===== src/rtl/ms_timer_bank.sv =====
// ms_timer_bank: shared prescaler tick plus N_CH one-shot/periodic tick timers.
// Define TIMER_BANK_STICKY_EN to add clr_i, pending_o and overrun_o.
module ms_timer_bank #(
   parameter int CLK_FREQ  = 50_000_000,
   parameter int TICK_FREQ = 1_000,
   parameter int N_CH      = 4,
   parameter int CNT_W     = 16
) (
   input  logic                  clk,
   input  logic                  rst,
   input  logic [N_CH-1:0]       start_i,
   input  logic [N_CH-1:0]       stop_i,
   input  logic [N_CH-1:0]       periodic_i,
   input  logic [N_CH*CNT_W-1:0] load_i,
   output logic                  tick_o,
   output logic [N_CH-1:0]       running_o,
   output logic [N_CH*CNT_W-1:0] count_o,
   output logic [N_CH-1:0]       expire_o
`ifdef TIMER_BANK_STICKY_EN
   ,
   input  logic [N_CH-1:0]       clr_i,
   output logic [N_CH-1:0]       pending_o,
   output logic [N_CH-1:0]       overrun_o
`endif
);

   localparam int DIV = CLK_FREQ / TICK_FREQ;
   localparam int PW  = (DIV >= 2) ? $clog2(DIV) : 1;

   if ((CLK_FREQ % TICK_FREQ) != 0 || DIV < 2 || N_CH < 1) begin : g_bad_cfg
      $error("ms_timer_bank: need CLK_FREQ/TICK_FREQ integral, >= 2, N_CH >= 1");
   end

   typedef enum logic [1:0] {
      IDLE,
      RUN,
      DONE
   } state_t;

   logic [PW-1:0] pre_q;

   always_ff @(posedge clk) begin
      if (rst) begin
         pre_q  <= '0;
         tick_o <= 1'b0;
      end else begin
         tick_o <= (pre_q == PW'(DIV - 1));
         if (pre_q == PW'(DIV - 1))
            pre_q <= '0;
         else
            pre_q <= pre_q + 1'b1;
      end
   end

   for (genvar k = 0; k < N_CH; k++) begin : g_ch
      state_t           st_q;
      logic [CNT_W-1:0] per_q;
      logic [CNT_W-1:0] cnt_q;
      logic             mode_q;
      logic             exp_q;
      logic [CNT_W-1:0] load;

      assign load = load_i[k*CNT_W +: CNT_W];

      // restart beats stop, and both suppress a coincident expiry
      always_ff @(posedge clk) begin
         if (rst) begin
            st_q   <= IDLE;
            per_q  <= '0;
            cnt_q  <= '0;
            mode_q <= 1'b0;
            exp_q  <= 1'b0;
         end else begin
            exp_q <= 1'b0;
            if (start_i[k] && load != '0) begin
               st_q   <= RUN;
               per_q  <= load;
               mode_q <= periodic_i[k];
               cnt_q  <= '0;
            end else if (stop_i[k]) begin
               st_q  <= IDLE;
               cnt_q <= '0;
            end else if (st_q == RUN && tick_o) begin
               if (cnt_q == per_q - 1'b1) begin
                  exp_q <= 1'b1;
                  if (mode_q) begin
                     cnt_q <= '0;
                  end else begin
                     cnt_q <= per_q;
                     st_q  <= DONE;
                  end
               end else begin
                  cnt_q <= cnt_q + 1'b1;
               end
            end
         end
      end

      assign running_o[k]                = (st_q == RUN);
      assign count_o[k*CNT_W +: CNT_W]   = cnt_q;
      assign expire_o[k]                 = exp_q;

`ifdef TIMER_BANK_STICKY_EN
      logic pend_q;
      logic ovr_q;

      always_ff @(posedge clk) begin
         if (rst) begin
            pend_q <= 1'b0;
            ovr_q  <= 1'b0;
         end else begin
            pend_q <= exp_q | (pend_q & ~clr_i[k]);
            ovr_q  <= (exp_q & pend_q) | (ovr_q & ~clr_i[k]);
         end
      end

      assign pending_o[k] = pend_q;
      assign overrun_o[k] = ovr_q;
`endif
   end

endmodule


===== config.mk =====
export PLATFORM = sky130hd
export DESIGN_NAME = ms_timer_bank
export DESIGN_NICKNAME = d
export VERILOG_FILES = /design/src/rtl/ms_timer_bank.sv
export SDC_FILE = /design/constraint.sdc
export NUM_CORES = 1
export LEC_CHECK = 0
export ABC_AREA = 1
export CORE_MARGIN = 2
export CORE_UTILIZATION = 57
export CTS_CLUSTER_DIAMETER = 80
export DETAILED_ROUTE_END_ITERATION = 6
export PLACE_DENSITY = 0.82
export SYNTH_ARGS = -nofsm -noshare
export SYNTH_HDL_FRONTEND = slang
export SYNTH_SLANG_ARGS = --single-unit

===== constraint.sdc =====
create_clock -name clk -period 2.7 [get_ports clk]
set_input_delay 0.54 -clock clk [delete_from_list [all_inputs] [get_ports clk]]
set_output_delay 0.54 -clock clk [all_outputs]
set_load 0.01 [all_outputs]

# --- Yosys cells after proc, flatten, opt, wreduce, memory -nomap -nowiden ---
# Index checks and enable logic that the tools add are counted.
classes:
  bitwise_logic: 8
  n_reduce_logical: 37
  n_mux: 32
  eq_ne: 13
  addsub: 9
op_table:
  columns: ["cell", "n"]
  rows:
  - ["$mux 16", 8]
  - ["$add 16x1->16 const B", 5]
  - ["$eq 16x16->1", 4]
  - ["$reduce_bool 16->1", 4]
  - ["$sub 16x1->16 const B", 4]
  - ["$mux 1", 24]
  - ["$reduce_and 3->1", 8]
  - ["$reduce_bool 3->1", 8]
  - ["$eq 16x16->1 const B", 1]
  - ["$reduce_or 4->1", 4]
  - ["$ne 3x2->1 const B", 4]
  - ["$reduce_or 3->1", 4]
  - ["$eq 2x1->1 const B", 4]
  - ["$logic_and 1x1->1", 8]
  - ["$not 1->1", 8]
  - ["$reduce_or 2->1", 1]
totals:
  regBits: 161

# --- Logic depth before layout (Yosys ltp) ---
# Gate-level depths: netlist of run 1.
depth:
  depth_word: 6
  depth_mapped: 18
  ltp_nobuf: 17

# --- Least setup slack after synthesis of run 1 ---
# No wires, ideal clock.
synth_timing:
  kind: "register to register"
  startpoint: "register g_ch[0].per_q[0]"
  endpoint: "register g_ch[0].cnt_q[8]"
  path_stages_with_launch: 16
  slack_ns: 0.695
  t_arrival_ns: 1.892
  n_path_buf: 1
  path_cell_list: "dfxtp_1 > inv_2 > ha_1 > inv_1 > nand2_1 > nand3_1 > nand2_1 > a21oi_1 > nand2_1 > nor3_4 > nand2_4 > buf_6 > nand2_1 > o21ai_1 > o21bai_1 > inv_1"
synth_via:
  elab_chain_cells: 3
synth_lines:
  columns: ["item", "line", "text"]
  rows:
  - ["start: declaration", "57", "logic [CNT_W-1:0] per_q;"]
  - ["start signal: assignment", "77", "per_q <= load;"]
  - ["$sub 16x1->16", "84", "if (cnt_q == per_q - 1'b1) begin"]
  - ["$eq 16x16->1", "84", null]
  - ["$mux 16", "84", null]
  - ["end signal: assignment", "89", "cnt_q <= per_q;"]
  - ["end signal: assignment", "93", "cnt_q <= cnt_q + 1'b1;"]
  - ["end: declaration", "58", "logic [CNT_W-1:0] cnt_q;"]
# No other way between the ends.
# A chain may end at the register's enable or synchronous reset.

# --- Worst setup path in the final report of run 1 ---
layout_timing:
  startpoint: "register g_ch[1].per_q[0]"
  endpoint: "register g_ch[1].cnt_q[2]"
layout_via:
  elab_chain_cells: 3
layout_lines:
  columns: ["item", "line"]
  rows:
  - ["start: declaration", "57"]
  - ["start signal: assignment", "77"]
  - ["$sub 16x1->16", "84"]
  - ["$eq 16x16->1", "84"]
  - ["$mux 16", "84"]
  - ["end signal: assignment", "89"]
  - ["end signal: assignment", "93"]
  - ["end: declaration", "58"]
# No other way between the ends.

==> impl_metrics.yaml, run 1 <==
setup_path:
  path_class: "reg2reg"
  rr_worst_depth: 16
  critPathLaunch: "g_ch[1].per_q[0]"
  reg2reg_from: "g_ch[1].per_q[0]"
  start_kind: "register"
  crit_path_end_kind: "register"
  cp_max_fo: 15
  required_ns: 3.03
  arrival_ns: 2.78
  ff2ff_setup_slack_ns: 0.25
  r2r_end: "g_ch[1].cnt_q[2]"
cells_and_area:
  antenna_cells: 0
  drive_above_1_share_pct: 6.68
  area_growth_pct: 20.2
  nets: 2021
  final_util_pct: 69.7
hold_path:
  holdPathStages: 2
  hp-start: "g_ch[3].st_q[1]"
  whs_endpoint: "g_ch[3].st_q[1]"
  hp-class: "reg2reg"
clock_tree:
  tritoncts: "done"
  clk_latency_ns: 0.43
  cts_hold_buf: 0
  cts-root-buf: "clkbuf_16"
  cts-resized-gates: 0
  post_cts_buffers: 0
  cts_made_buffers: 17
  clk_pin_slew_ns: 0.06
  cts_sinks: 161
  h-tree-depth: 4
  max-clock-path-buffers: 2
routing:
  dr.pass1.iters: 7
  wire_per_inst_microns: 14.5
  viasPerCell: 5.46
  routed_wl_microns: 32100
  drc_errors: 0
  antenna_left: 0
  dr.first_iter.drc_count: 830
  via_count: 12100
sta:
  setup-violations-final: 0
  skew_ns: 0.0106
  timing.fmax_ghz: 0.409
  rsz0062_at_grt: "true"
  finalCritPeriodShare_pct: 90.6
  period_needed_ns: 2.45
  whs_ns: 0.453
  tightest_slew_ns: 0.680
  finalHoldViolCount: 0
  report.final.slew_viol_count: 0
  slew_headroom_pct: 54.6
run:
  cap_violations: 0
die:
  die_x_microns: 145
  die_area_sq_um: 20900
  fp.dieH_microns: 145
  initial_core_util_pct: 58.0
  core-area_sq_um: 19400
  io_pins: 151
  rows: 51
power:
  power.density_nw_per_um2: 435
  ir_worst_vdd_mv: 0.395
  seq_power_share_pct: 43.5
  p_sw_mw: 1.79
  clkPwrFrac_pct: 37.0
  power_mw: 5.88
  combPwrFrac_pct: 19.5
  total_leakage_power_nw: 5.92
  sw_frac_of_total_pct: 30.5
  internal_power_mw: 4.09
global_route:
  grt_pass1_wl_microns: 51100
  antenna_found_initial: 0
  grt.met1_usage_pct: 38.5
  grt_pass1_vias: 10900
  grt_use_total_pct: 30.4
  use_met2_pct: 52.3
  grt_max_degree: 50
  groute.layer.met3.usage_pct: 5.96
  busiest_layer: "met2"
  gr-total-overflow: 0
yosys:
  ys_seq_area_share_pct: 28.6
  ys_ff_latch: 161
  syn_area_per_cell_sq_um: 6.29
  syn_nets: 1877
  syn_inst: 1790
  syn_area_sq_um: 11300
  yosys_warnings: 0
  synth.distinct_cells: 45
place:
  place.port_buffers: 150
  dp_hpwl_microns: 24400
  gp_congestion: 0.938
status:
  run_status: "complete, no violations"
[cell usage in the layout (no fill, tap or decap), drive strengths merged, types with 2 or more instances in the layout]
cell           instances
nand2                424
inv                  241
nor2                 227
dfxtp                161
clkdlybuf4s50        150
nand3                150
a21oi                132
o21ai                108
xor2                  84
nand4                 59
xnor2                 31
buf                   31
nor3                  28
clkbuf                23
nor4                  20
clkinv                13
o21bai                12
nand3b                10
o211ai                10
ha                     9
o21a                   8
or2                    6
nor3b                  3
and2                   2
[area by class of cell]
cell class / count / area (sq um)
Multi-Input combinational cell: 1325 / 6790
Timing Repair Buffer: 181 / 1750
Fill cell: 1791 / 5870
Clock buffer: 23 / 468
Tap cell: 265 / 332
Clock inverter: 7 / 37.5
Sequential cell: 161 / 3220
Inverter: 248 / 931
[registers in the layout, indices dropped and copies added, names as in the netlist]
signal       flops
g_ch.exp_q       4
pre_q           16
g_ch.mode_q      4
tick_o           1
g_ch.st_q        8
g_ch.per_q      64
g_ch.cnt_q      64
[critical path: stages, from the launching register on]
cell	delay, ns
dfxtp_1	0.36
inv_2	0.07
ha_1	0.31
nand2_1	0.08
inv_1	0.05
nor2_1	0.07
nand3_1	0.12
nor2_1	0.14
nand2_1	0.07
nor2_1	0.16
nand3_2	0.11
nor2_4	0.27
nand2_4	0.21
nand3_1	0.13
nand3_1	0.09
nand2_1	0.07
inv_1	0.03
[how the worst max path moves through the flow]
stage,cells past startpoint,end,slack (ns)
4_1_cts,14,g_ch[2].cnt_q[2],0.30
6_report,16,g_ch[1].cnt_q[2],0.25
3_3_place_gp,8,g_ch[2].cnt_q[13],0.14
3_5_place_dp,8,g_ch[2].cnt_q[10],0.03
2_1_floorplan,15,g_ch[0].cnt_q[8],0.69
5_1_grt,16,g_ch[3].cnt_q[0],-0.002
[routing by layer]
| metal | share of wire (%) | vias up |
|---|---|---|
| met5 | 0 | - |
| met4 | 2.3 | 0 |
| met3 | 6.7 | 64 |
| met2 | 48 | 453 |
| met1 | 43 | 5488 |
| li1 | - | 6063 |
[cell usage after synthesis, drive strengths merged]
library cell / n / area, sq um
clkbuf: 33 / 145
dfxtp: 161 / 3220
clkdlybuf4s50: 1 / 11.3
a21o: 1 / 7.51
nand4: 59 / 369
nor2: 227 / 956
a21oi: 132 / 661
nor3b: 3 / 22.5
and2: 2 / 12.5
buf: 22 / 158
xor2: 84 / 751
ha: 9 / 113
a31oi: 1 / 6.26
o21bai: 12 / 90.1
o211ai: 10 / 75.1
nor3: 28 / 168
nand3: 150 / 811
o21ai: 108 / 544
o21a: 8 / 60.1
or2: 6 / 37.5
nor4: 20 / 125
nand2: 424 / 1630
nand3b: 10 / 75.1
clkinv: 7 / 26.3
xnor2: 31 / 272
inv: 241 / 905
[power groups by stage]
stage	clock network, mW	registers (mW)	logic, mW
3_3_place_gp	0	2.60	1.11
5_1_grt	2.29	2.56	1.28
2_1_floorplan	0	2.57	0.789
4_1_cts	2.20	2.55	1.13
3_5_place_dp	0	2.61	1.13
6_report	2.18	2.56	1.15
[stage by stage]
stage | setup WS [ns] | TNS [ns] | area, sq um | instances
floorplan | 0.695 | 0 | 11300 | 1790
global placement | 0.144 | 0 | 13000 | 2180
detailed placement | 0.0297 | 0 | 13000 | 2180
CTS | 0.297 | 0 | 13500 | 2210
global route | -0.00184 | -0.00184 | 13500 | 2210
finish | 0.254 | 0 | 13500 | 2210
[cell families (layout without fill, tap and decap cells)]
kind of cell / count (synthesis) / count (layout) / share of synthesized area [%]
AO/OA/AOI/OAI: 272 / 272 / 12.8
XOR/XNOR: 115 / 115 / 9.08
adder cells (fa/ha/maj): 9 / 9 / 1.00
buffers and inverters: 304 / 459 / 11.1
flip-flops: 161 / 161 / 28.6
AND/OR/NAND/NOR: 929 / 929 / 37.4
(Power assumes the default switching activity.)
==> run 2: changes to the inputs <==
--- a/config.mk
+++ b/config.mk
@@ -11,6 +11,7 @@
 export CTS_CLUSTER_DIAMETER = 80
 export DETAILED_ROUTE_END_ITERATION = 6
 export PLACE_DENSITY = 0.82
+export SKIP_LAST_GASP = 1
 export SYNTH_ARGS = -nofsm -noshare
 export SYNTH_HDL_FRONTEND = slang
 export SYNTH_SLANG_ARGS = --single-unit
==> results of run 2 <==
Final layout, timing and power as in run 1 (identical DEF).
==> run 3: changes to the inputs <==
--- a/config.mk
+++ b/config.mk
@@ -6,6 +6,7 @@
 export NUM_CORES = 1
 export LEC_CHECK = 0
 export ABC_AREA = 1
+export CORE_ASPECT_RATIO = 0.7
 export CORE_MARGIN = 2
 export CORE_UTILIZATION = 57
 export CTS_CLUSTER_DIAMETER = 80
==> run 3 against run 2 <==
Non-clock buffer count grew 5. Combinational power about the same. Largest cell class unchanged. Total power increased by 8.5%. Cell count increased by 0.23%. Highest routed layer unchanged. Largest power group is now the clock network. Critical endpoint is now g_ch[3].cnt_q[1].
==> impl_metrics.yaml, run 3 (synthesized netlist as in run 1, its figures left out) <==
status:
  run_status: "complete, no violations"
routing:
  wire_per_inst_microns: 14.8
  antenna_left: 0
  met1_length_microns: 15700
  route.met3.wl_microns: 2620
  dr.pass1.iters: 5
  drc_errors: 0
  top_layer: "met4"
  dr.first_iter.drc_count: 1125
  routed_wl_microns: 32800
  via_count: 12000
  viasPerCell: 5.43
  dr_wl_met2_microns: 14200
sta:
  setup-violations-final: 0
  slew_headroom_pct: 58.3
  report.final.slew_viol_count: 0
  fin_ws_ns: 0.317
  tns_ns: 0
  skew_ns: 0.00917
  finalHoldViolCount: 0
  tightest_slew_ns: 0.620
  finalCritPeriodShare_pct: 88.3
  timing.fmax_ghz: 0.420
  rsz0062_at_grt: "false"
  period_needed_ns: 2.38
  whs_ns: 0.452
cells_and_area:
  mostFrequentLayoutCells: "nand2_1 (411), inv_1 (225), nor2_1 (203)"
  antenna_cells: 0
  nets: 2026
  drive_above_1_share_pct: 7.18
  fin_area_sq_um: 13700
  final_common_cell: "nand2_1"
  fill_cells: 1697
  area_growth_pct: 21.7
  reg_top3: "g_ch.cnt_q: 64 flops, g_ch.per_q: 64 flops, pre_q: 16 flops"
global_route:
  grt_use_total_pct: 31.4
  grt_pass1_vias: 10600
  gr-total-overflow: 0
  grt_pass1_wl_microns: 52700
  antenna_found_initial: 0
  grt_max_degree: 50
die:
  rows: 42
  initial_core_util_pct: 58.9
  core-area_sq_um: 19100
  die_area_sq_um: 20900
  fp.dieH_microns: 122
  io_pins: 151
  die_x_microns: 172
clock_tree:
  post_cts_buffers: 0
  clk_latency_ns: 0.44
  cts_sinks: 161
  clk_pin_slew_ns: 0.07
  cts-resized-gates: 0
  h-tree-depth: 4
  cts-root-buf: "clkbuf_16"
  tritoncts: "done"
  cts_made_buffers: 17
  max-clock-path-buffers: 2
  cts_hold_buf: 0
place:
  pre_cts_slack_ns: 0.0913
  place.port_buffers: 150
  place_area_sq_um: 13100
  gp_congestion: 0.960
  dp_hpwl_microns: 25100
power:
  power.density_nw_per_um2: 466
  power_mw: 6.38
  total_leakage_power_nw: 5.99
  ir_worst_vdd_mv: 0.481
run:
  cap_violations: 0
setup_path:
  critPathLaunch: "g_ch[3].per_q[0]"
  path_class: "reg2reg"
  reg2reg_from: "g_ch[3].per_q[0]"
  start_kind: "register"
  required_ns: 3.08
  crit_path_end_kind: "register"
  cp_max_fo: 13
  arrival_ns: 2.76
hold_path:
  hp-start: "g_ch[2].st_q[1]"
  hp-class: "reg2reg"
==> run 3: power by group <==
group	internal, mW	switching (mW)
Clock	1.59	1.09
Combinational	0.431	0.716
Sequential	2.45	0.106
==> run 3: critical path, stage by stage, from the launching register on <==
cell and delay, ns:
dfxtp_1 0.38, inv_2 0.09, ha_1 0.30, inv_1 0.04, nand2_1 0.05, nand2_1 0.04, nor2_1 0.20, inv_1 0.06
nor2_1 0.12, nand2_1 0.06, nor2_1 0.09, nand2_1 0.07, nor2_2 0.13, buf_4 0.24, nand4_1 0.22, nand3_1 0.12
nand2_1 0.06, inv_1 0.05
==> run 3: layer usage <==
metal,vias up,global-route usage [%]
met5,-,0
met4,0,5.62
met3,33,5.33
met2,458,49.2
met1,5463,45.8
li1,6070,-
==> run 3: area by class of cell <==
cell class	instances	area [sq um]	share of cell area, %
multi-input combinational	1325	6790	49.6
sequential	161	3220	23.5
clock inverter	13	198	1.44
clock buffer	18	439	3.21
timing repair buffer	186	1780	13.0
tap	264	330	2.41
inverter	248	931	6.80
==> run 3: through the flow <==
stage	util (%)	cells
6_report	71.6	2215
5_1_grt	71.6	2215
4_1_cts	71.6	2215
3_5_place_dp	68.3	2184
3_3_place_gp	68.3	2184
2_1_floorplan	-	1790
==> run 3: final timing paths <==
kind | slack (ns) | depth (start not counted) | end
setup / recovery | 0.32 | 17 | g_ch[3].cnt_q[1]
setup reg to reg | 0.32 | 17 | g_ch[3].cnt_q[1]
hold / removal | 0.45 | 2 | g_ch[2].st_q[1]
hold reg to reg | 0.45 | 2 | g_ch[2].st_q[1]
